**config.mk**
```make
export PLATFORM = sky130hd
export DESIGN_NAME = hazard_stall_ctrl_flat
export DESIGN_NICKNAME = d
export VERILOG_FILES = /design/src/rtl/hazard_pkg.sv /design/src/rtl/hazard_stall_ctrl_if.sv /design/src/rtl/hazard_stall_ctrl_counter.sv /design/src/rtl/hazard_stall_ctrl.sv /design/src/flat_wrapper.sv
export SDC_FILE = /design/constraint.sdc
export NUM_CORES = 1
export LEC_CHECK = 0
export ABC_AREA = 1
export BUFFER_PORTS_ARGS = -buffer_cell sky130_fd_sc_hd__buf_4
export CORE_AREA = 3 3 40 42
export CTS_CLUSTER_SIZE = 16
export DETAILED_ROUTE_END_ITERATION = 10
export DIE_AREA = 0 0 43 45
export PLACE_DENSITY = 0.73
export SLEW_MARGIN = 25
export SYNTH_ARGS = -nofsm -noshare
export SYNTH_HDL_FRONTEND = slang
export SYNTH_SLANG_ARGS = --single-unit
export TNS_END_PERCENT = 100
```
**constraint.sdc**
```tcl
create_clock -name clk -period 1.5 [get_ports clk]
set_input_delay 0.15 -clock clk [delete_from_list [all_inputs] [get_ports clk]]
set_output_delay 0.15 -clock clk [all_outputs]
set_load 0.01 [all_outputs]
```
**src/rtl/hazard_pkg.sv**
```systemverilog
// hazard_pkg: shared state encoding and control-bundle defaults for hazard_stall_ctrl
package hazard_pkg;
  typedef enum logic [1:0] {RUN, MC_WAIT, MC_DONE} hz_state_t;
  localparam int REG_ZERO = 0;
  typedef struct packed {
    logic pc_write;
    logic ifid_write;
    logic ifid_flush;
    logic idex_bubble;
    logic ex_hold;
    logic exmem_bubble;
  } hz_ctl_t;
  localparam hz_ctl_t CTL_IDLE   = hz_ctl_t'(6'b110000);
  localparam hz_ctl_t CTL_FREEZE = hz_ctl_t'(6'b000011);
  localparam hz_ctl_t CTL_LU     = hz_ctl_t'(6'b000100);
  localparam hz_ctl_t CTL_BRANCH = hz_ctl_t'(6'b111100);
  localparam hz_ctl_t CTL_RESET  = hz_ctl_t'(6'b001101);
endpackage

```
**src/rtl/hazard_stall_ctrl_if.sv**
```systemverilog
// hazard_stall_ctrl_if: decode/execute hazard fields in, pipeline-register controls out
interface hazard_stall_ctrl_if #(parameter int REG_W = 5);
  logic [REG_W-1:0] id_rs;
  logic [REG_W-1:0] id_rt;
  logic             id_uses_rt;
  logic             ex_mem_read;
  logic [REG_W-1:0] ex_rt;
  logic             ex_branch_taken;
  logic             ex_mc_start;
  logic             pc_write;
  logic             ifid_write;
  logic             ifid_flush;
  logic             idex_bubble;
  logic             ex_hold;
  logic             exmem_bubble;
  logic             mc_busy;
  modport master (
    output id_rs, id_rt, id_uses_rt, ex_mem_read, ex_rt, ex_branch_taken, ex_mc_start,
    input  pc_write, ifid_write, ifid_flush, idex_bubble, ex_hold, exmem_bubble, mc_busy
  );
  modport slave (
    input  id_rs, id_rt, id_uses_rt, ex_mem_read, ex_rt, ex_branch_taken, ex_mc_start,
    output pc_write, ifid_write, ifid_flush, idex_bubble, ex_hold, exmem_bubble, mc_busy
  );
endinterface

```
**src/rtl/hazard_stall_ctrl_counter.sv**
```systemverilog
// mc_stall_counter: loadable down-counter timing the multi-cycle freeze; last flags cnt==1
module mc_stall_counter #(
  parameter int W = 2
) (
  input  logic         clk,
  input  logic         rst_n,
  input  logic         load,
  input  logic         dec,
  input  logic [W-1:0] load_val,
  output logic         last
);
  logic [W-1:0] cnt_q, cnt_d;
  // load wins over decrement; otherwise hold
  always_comb cnt_d = load ? load_val : dec ? cnt_q - W'(1) : cnt_q;
  // counter register, cleared by reset
  always_ff @(posedge clk or negedge rst_n)
    if (!rst_n) cnt_q <= '0;
    else        cnt_q <= cnt_d;
  assign last = cnt_q == W'(1);
endmodule

```
**src/rtl/hazard_stall_ctrl.sv**
```systemverilog
// hazard_stall_ctrl: load-use / branch / multi-cycle hazard control; HAZARD_CTRL_PERF_EN adds perf counters
module hazard_stall_ctrl #(
  parameter int MC_LAT = 4,
  parameter int REG_W  = 5
) (
  input  logic                 clk,
  input  logic                 rst_n,
  hazard_stall_ctrl_if.slave   bus
`ifdef HAZARD_CTRL_PERF_EN
  ,
  output logic [31:0]          perf_stall_cycles,
  output logic [31:0]          perf_flush_count
`endif
);
  import hazard_pkg::*;
  localparam int CW = $clog2(MC_LAT);
  hz_state_t state_q, state_d;
  hz_ctl_t   ctl;
  logic      lu, br_act, cnt_load, cnt_last, busy;
  assign lu = bus.ex_mem_read && bus.ex_rt != REG_W'(REG_ZERO) &&
              (bus.ex_rt == bus.id_rs || (bus.id_uses_rt && bus.ex_rt == bus.id_rt));
  assign br_act = bus.ex_branch_taken && state_q != MC_WAIT;
  mc_stall_counter #(.W(CW)) u_cnt (
    .clk      (clk),
    .rst_n    (rst_n),
    .load     (cnt_load),
    .dec      (state_q == MC_WAIT),
    .load_val (CW'(MC_LAT - 2)),
    .last     (cnt_last)
  );
  // next state and Mealy outputs: freeze > branch > multi-cycle start > load-use > idle
  always_comb begin
    ctl      = CTL_IDLE;
    state_d  = RUN;
    cnt_load = 1'b0;
    busy     = state_q == MC_WAIT;
    if (state_q == MC_WAIT) begin
      ctl     = CTL_FREEZE;
      state_d = cnt_last ? MC_DONE : MC_WAIT;
    end else if (br_act) begin
      ctl = CTL_BRANCH;
    end else if (bus.ex_mc_start && state_q == RUN) begin
      ctl      = CTL_FREEZE;
      cnt_load = MC_LAT > 2;
      state_d  = MC_LAT > 2 ? MC_WAIT : MC_DONE;
    end else if (lu) begin
      ctl = CTL_LU;
    end
    if (!rst_n) begin
      ctl  = CTL_RESET;
      busy = 1'b0;
    end
  end
  // state register
  always_ff @(posedge clk or negedge rst_n)
    if (!rst_n) state_q <= RUN;
    else        state_q <= state_d;
  assign bus.pc_write     = ctl.pc_write;
  assign bus.ifid_write   = ctl.ifid_write;
  assign bus.ifid_flush   = ctl.ifid_flush;
  assign bus.idex_bubble  = ctl.idex_bubble;
  assign bus.ex_hold      = ctl.ex_hold;
  assign bus.exmem_bubble = ctl.exmem_bubble;
  assign bus.mc_busy      = busy;
  // a branch and a new multi-cycle op cannot both be resolved in EX at once
  always @(posedge clk)
    if (rst_n && state_q == RUN)
      br_mc_exclusive: assert (!(bus.ex_branch_taken && bus.ex_mc_start));
`ifdef HAZARD_CTRL_PERF_EN
  logic [31:0] perf_stall_q, perf_stall_d, perf_flush_q, perf_flush_d;
  // stall cycles count any frozen PC; flushes count only branch-caused ones
  always_comb begin
    perf_stall_d = perf_stall_q + (ctl.pc_write ? 32'd0 : 32'd1);
    perf_flush_d = perf_flush_q + (br_act ? 32'd1 : 32'd0);
  end
  // counter registers, free-running modulo 2^32
  always_ff @(posedge clk or negedge rst_n)
    if (!rst_n) begin
      perf_stall_q <= '0;
      perf_flush_q <= '0;
    end else begin
      perf_stall_q <= perf_stall_d;
      perf_flush_q <= perf_flush_d;
    end
  assign perf_stall_cycles = perf_stall_q;
  assign perf_flush_count  = perf_flush_q;
`endif
endmodule

```
**src/flat_wrapper.sv**
```systemverilog
// flat-port wrapper written by rule: the top's interface ports become plain ports
module hazard_stall_ctrl_flat import hazard_pkg::*;
#(
  parameter int MC_LAT = 4,
  parameter int REG_W  = 5
)
  (clk, rst_n, bus_id_rs, bus_id_rt, bus_id_uses_rt, bus_ex_mem_read, bus_ex_rt, bus_ex_branch_taken, bus_ex_mc_start, bus_pc_write, bus_ifid_write, bus_ifid_flush, bus_idex_bubble, bus_ex_hold, bus_exmem_bubble, bus_mc_busy);
  hazard_stall_ctrl_if #(.REG_W(REG_W)) bus_i ();
  input  logic clk;
  input  logic rst_n;
  input wire logic [$bits(bus_i.id_rs)-1:0] bus_id_rs;
  input wire logic [$bits(bus_i.id_rt)-1:0] bus_id_rt;
  input wire logic [$bits(bus_i.id_uses_rt)-1:0] bus_id_uses_rt;
  input wire logic [$bits(bus_i.ex_mem_read)-1:0] bus_ex_mem_read;
  input wire logic [$bits(bus_i.ex_rt)-1:0] bus_ex_rt;
  input wire logic [$bits(bus_i.ex_branch_taken)-1:0] bus_ex_branch_taken;
  input wire logic [$bits(bus_i.ex_mc_start)-1:0] bus_ex_mc_start;
  output wire logic [$bits(bus_i.pc_write)-1:0] bus_pc_write;
  output wire logic [$bits(bus_i.ifid_write)-1:0] bus_ifid_write;
  output wire logic [$bits(bus_i.ifid_flush)-1:0] bus_ifid_flush;
  output wire logic [$bits(bus_i.idex_bubble)-1:0] bus_idex_bubble;
  output wire logic [$bits(bus_i.ex_hold)-1:0] bus_ex_hold;
  output wire logic [$bits(bus_i.exmem_bubble)-1:0] bus_exmem_bubble;
  output wire logic [$bits(bus_i.mc_busy)-1:0] bus_mc_busy;
  assign bus_i.id_rs = bus_id_rs;
  assign bus_i.id_rt = bus_id_rt;
  assign bus_i.id_uses_rt = bus_id_uses_rt;
  assign bus_i.ex_mem_read = bus_ex_mem_read;
  assign bus_i.ex_rt = bus_ex_rt;
  assign bus_i.ex_branch_taken = bus_ex_branch_taken;
  assign bus_i.ex_mc_start = bus_ex_mc_start;
  assign bus_pc_write = bus_i.pc_write;
  assign bus_ifid_write = bus_i.ifid_write;
  assign bus_ifid_flush = bus_i.ifid_flush;
  assign bus_idex_bubble = bus_i.idex_bubble;
  assign bus_ex_hold = bus_i.ex_hold;
  assign bus_exmem_bubble = bus_i.exmem_bubble;
  assign bus_mc_busy = bus_i.mc_busy;
  hazard_stall_ctrl #(.MC_LAT(MC_LAT), .REG_W(REG_W)) u_core (.clk(clk), .rst_n(rst_n), .bus(bus_i));
endmodule
```
=== Word level (Yosys, flattened, before mapping) ===
Index checks and enable logic that the tools add are counted.

* $add $sub $neg: 1
* Equal/unequal tests: 5
* Mux-type cells: 15
* Reductions and logical operators: 9

{| class="wikitable"
|+ Operators with widths
! kind !! count
|-
| 6-bit two-way mux || 5
|-
| 5-bit == test || 2
|-
| 2-bit two-way mux || 5
|-
| 1-bit logical AND || 5
|-
| 1-bit two-way mux || 5
|-
| 5-bit nonzero test || 1
|-
| 2-bit by 1-bit == test with 1-bit output (second input constant) || 2
|-
| 2-bit zero test || 1
|-
| 2-bit by 1-bit != test with 1-bit output (second input constant) || 1
|-
| 2-bit nonzero test || 1
|-
| 2-bit by 1-bit subtractor with 2-bit output (second input constant) || 1
|-
| 1-bit logical OR || 1
|}

* Flip-flop bits (word level): 4
* Bits of input ports: 21
* Output and inout port bits: 7
* Word-level logic and storage cells: 32

=== Longest topological paths before layout ===
* Word-level depth: 9
* Depth in mapped cells: 10
* Mapped depth without buffers: 9

=== By module ===
Synthesis repeated with hierarchy kept, for this count alone.

* Cells, all modules: 100
* Area, all modules: 508.0 µm²

{| class="wikitable"
|+ By module, submodules not included
! module !! times used !! cells each !! area each (µm²)
|-
| hazard_stall_ctrl || 1 || 86 || 389.1
|-
| mc_stall_counter || 1 || 14 || 118.9
|}

=== Least setup slack after synthesis ===
OpenSTA, ideal clock, no wires.

* Path kind: reg-to-output
* From: reg u_core.state_q[1]
* To: out bus_pc_write
* Data arrival time: 1.177 ns
* Setup slack: 0.173 ns
* Stages on the path, launching flop included: 9
* Buffers on the path: 1
* Path through: dfrtp_1 -> nor2_1 -> nand2_1 -> o21ai_2 -> inv_1 -> nand2_1 -> o21bai_1 -> inv_1 -> buf_4

* Longest elaborated chain between the ends: 6

{| class="wikitable"
|+ RTL lines
! item !! RTL line !! text
|-
| from (decl) || hazard_stall_ctrl.sv:17 || <nowiki>hz_state_t state_q, state_d;</nowiki>
|-
| from (signal assigned) || hazard_stall_ctrl.sv:57 || <nowiki>else state_q <= state_d;</nowiki>
|-
| 2-bit zero test || hazard_stall_ctrl.sv:42 || <nowiki>end else if (bus.ex_mc_start && state_q == RUN) begin</nowiki>
|-
| 1-bit logical AND || hazard_stall_ctrl.sv:42 ||
|-
| 6-bit two-way mux || hazard_stall_ctrl.sv:42 ||
|-
| 6-bit two-way mux || hazard_stall_ctrl.sv:40 || <nowiki>end else if (br_act) begin</nowiki>
|-
| 6-bit two-way mux (*) || hazard_stall_ctrl.sv:37 || <nowiki>if (state_q == MC_WAIT) begin</nowiki>
|-
| 6-bit two-way mux (*) || hazard_stall_ctrl.sv:49 || <nowiki>if (!rst_n) begin</nowiki>
|-
| to (decl) || flat_wrapper.sv:18 || <nowiki>output wire logic [$bits(bus_i.pc_write)-1:0] bus_pc_write;</nowiki>
|}

Every way passes the cells marked *; elsewhere a longest branch is shown, timed or not.

=== Final worst setup path ===
* From: reg u_core.state_q[1]
* To: out bus_ifid_write

* Longest elaborated chain between the ends: 6

{| class="wikitable"
|+ RTL lines
! item !! RTL line !! text
|-
| 2-bit zero test || hazard_stall_ctrl.sv:42 ||
|-
| 1-bit logical AND || hazard_stall_ctrl.sv:42 ||
|-
| 6-bit two-way mux || hazard_stall_ctrl.sv:42 ||
|-
| 6-bit two-way mux || hazard_stall_ctrl.sv:40 ||
|-
| 6-bit two-way mux (*) || hazard_stall_ctrl.sv:37 ||
|-
| 6-bit two-way mux (*) || hazard_stall_ctrl.sv:49 ||
|-
| to (decl) || flat_wrapper.sv:19 || <nowiki>output wire logic [$bits(bus_i.ifid_write)-1:0] bus_ifid_write;</nowiki>
|}

Marks and branches as above.

==> flow_summary_export.csv <==
group,metric,value,unit
cells_and_area,insertedDiodeCount,0,
route,drt_iter0_markers,3,
route,route.antenna.remaining_nets,0,
route,first_pass_iters,2,
logic_synthesis,yosysWarningCount,0,
cells_and_area,postLayoutCellArea,742,um2
sta,finalCriticalPeriod,1.53,ns
worst_setup_path,crit_fanout,4,
logic_synthesis,ys_ff_latch,4,
pwr,p_per_area,1230,mW/mm2
floorplan,start_util,34.7,%
logic_synthesis,avgSynthCellArea,5.24,um2
clock_network,htree_levels,1,
floorplan,die_w,43,um
pwr,p_comb_share,64.3,%
sta,slew_headroom,85.1,%
cells_and_area,final_nets,142,
floorplan,die_y,45,um
pwr,p_seq_share,20.4,%
outcome,violations,"setup timing",
pwr,leakage,0.000471,uW
route,wire_per_inst,9.65,um
logic_synthesis,syn_inst,85,
place,dp_hpwl,1030,um
logic_synthesis,syn_area,445,um2
clock_network,clkSlewWorstSetupHoldPaths,0.04,ns
floorplan,die_area,0.00194,mm2
route,finalWirelength,1280,um
pwr,power_frac_clock,15.3,%
route,drc,0,
sta,worst_pin_slew,0.222,ns
cells_and_area,area_growth,66.6,%
worst_hold_path,min_path_type,"in -> async",
sta,hold_slack,0.306,ns
clock_network,cts-root-buf,"clkbuf_4",
floorplan,io-pin-count,28,
pwr,p_int,536,uW
grt,track_usage,14.2,%
place,routabilityCongestion,0.815,
clock_network,clock-sinks,4,
worst_setup_path,endpoint_kind,"output pin",
route,vias,582,
logic_synthesis,yosysTopAreaCell,"nand2_1",
pwr,p_switching,380,uW
clock_network,clkLatencyLatePin,0.24,ns
cells_and_area,fillers,148,
logic_synthesis,ys_top_cells_by_area,"nand2_1 (25%), dfrtp_1 (22%), inv_1 (17%)",
worst_setup_path,arrival,1.38,ns
place,post_dp_cell_area,659,um2
sta,clock_skew,0.0106,ns
grt,overflow,0,
cells_and_area,ff_latch_area,100,um2
route,via_per_inst,4.38,
logic_synthesis,syn_nets,107,
sta,drv_slew,0,
clock_network,cts_tree,"built",
cells_and_area,multiInputGateArea,268,um2
logic_synthesis,yosysSeqAreaShare,22.5,%
pwr,ir_drop,467,uV
floorplan,rows,13,
logic_synthesis,synth.distinct_cells,15,
worst_setup_path,cp.required,1.35,ns
logic_synthesis,synth_top_cell_area_share,25.3,%
sta,period_share,102,%
floorplan,core_area,0.00128,mm2
sta,finalHoldViolCount,0,
grt,grt_pass1_wl,2020,um
sta,rsz0062_at_grt,"yes",
grt,grt_max_degree,7,
worst_setup_path,crit_type,"reg -> out",
flow_run,drv_cap,0,
place,port-buffer-count,27,
clock_network,cts_made_buffers,3,
outcome,status,"complete, but fails checks",
sta,fin_ws,-0.0273,ns
sta,setup_viol,2,
grt,antenna_found_initial,0,
pwr,p_sw_share,41.5,%
worst_setup_path,ff2ff_path_depth,6,
worst_setup_path,startpoint_type,"flop",
grt,grt_pass1_vias,535,
cells_and_area,drive_above_1_share,34.7,%
sta,max_freq,655,MHz
clock_network,cts_buffer_depth,2,
[through the flow]
step / instances / setup TNS (ns) / setup WS (ns) / total power [uW] / util [%]
floorplan: 85 / 0 / 0.173 / 454 / -
global placement: 126 / 0 / 0.244 / 618 / 51.3
detailed placement: 126 / 0 / 0.192 / 638 / 51.3
CTS: 131 / -0.136 / -0.0500 / 850 / 55.0
global route: 133 / -0.352 / -0.140 / 1000 / 57.7
finish: 133 / -0.0540 / -0.0273 / 916 / 57.7
[cells in the final DEF, fill, tap and decap left out]
cell,count
buf_4,26
a21oi_1,2
nand3_1,3
inv_2,3
inv_1,19
nand2_1,29
ha_1,1
a21oi_2,1
nor2_4,1
clkbuf_4,3
nor2_1,14
o21ai_0,1
nand4_1,1
dlygate4sd3_1,1
o21ai_2,1
buf_6,4
dfrtp_1,4
xnor2_1,1
o21bai_1,1
nand2_2,1
nor2_2,1
[sequential cells by signal, summed over array words and instances, names as in the netlist]
| signal | count |
|---|---|
| u_core.u_cnt.cnt_q | 2 |
| u_core.state_q | 2 |
[area by class of cell]
class | instances | area share (%)
clock buffer | 3 | 3.04
inverter | 22 | 11.1
multi-input combinational | 58 | 36.1
sequential | 4 | 13.5
tap | 15 | 2.53
timing repair buffer | 31 | 33.7
[power groups by stage]
stage                     Clock, uW  Combinational [uW]  Sequential [uW]
after global routing            156                 655              192
after detailed placement          0                 449              190
after global placement            0                 434              184
after CTS                       149                 513              188
final                           140                 589              187
after floorplan                   0                 274              180
[layer usage]
metal | GRT usage (%) | part of all wire (%)
met2 | 26.3 | 54
met5 | 0 | 0
met3 | 5.98 | 6.8
met4 | 7.23 | 1.3
met1 | 13.5 | 38
[final timing paths]
kind | from | end | slack, ns
max | u_core.state_q[1] | bus_ifid_write | -0.03
min | rst_n | u_core.u_cnt.cnt_q[0] | 0.31
max reg2reg | u_core.state_q[1] | u_core.u_cnt.cnt_q[1] | 0.32
min reg2reg | u_core.u_cnt.cnt_q[0] | u_core.u_cnt.cnt_q[0] | 0.49
max in group asynchronous | rst_n | u_core.state_q[0] | 1.00
min in group clk | bus_ex_branch_taken | u_core.u_cnt.cnt_q[0] | 0.35
[cell usage after synthesis]
library cell,count
nand2_1,30
inv_1,20
nor2_1,16
dfrtp_1,4
nand3_1,3
a21oi_1,2
inv_2,2
a21oi_2,1
buf_4,1
ha_1,1
nand4_1,1
o21ai_0,1
o21ai_2,1
o21bai_1,1
xnor2_1,1
[kinds of logic after synthesis]
group	synth area share (%)
simple gates	43.5
flops	22.5
fa+ha+maj	2.81
xor+xnor	1.97
compound gates	8.99
buf+inv	20.2
[worst max-delay path, stage by stage (launching register included)]
cell,delay (ns)
dfrtp_1,0.36
nor2_1,0.19
inv_2,0.09
o21ai_2,0.08
inv_2,0.06
nand2_2,0.06
o21bai_1,0.10
inv_1,0.08
buf_6,0.12
[timing repair]
action / in CTS / in global routing
pin swaps: 3 / 3
setup buffers: 2 / 1
resized for setup: 4 / 5
hold endpoints to repair: 4 / 4
setup endpoints to repair: 2 / 5
cloned: 0 / 0
No activity file was read; power rests on OpenSTA's default activity.
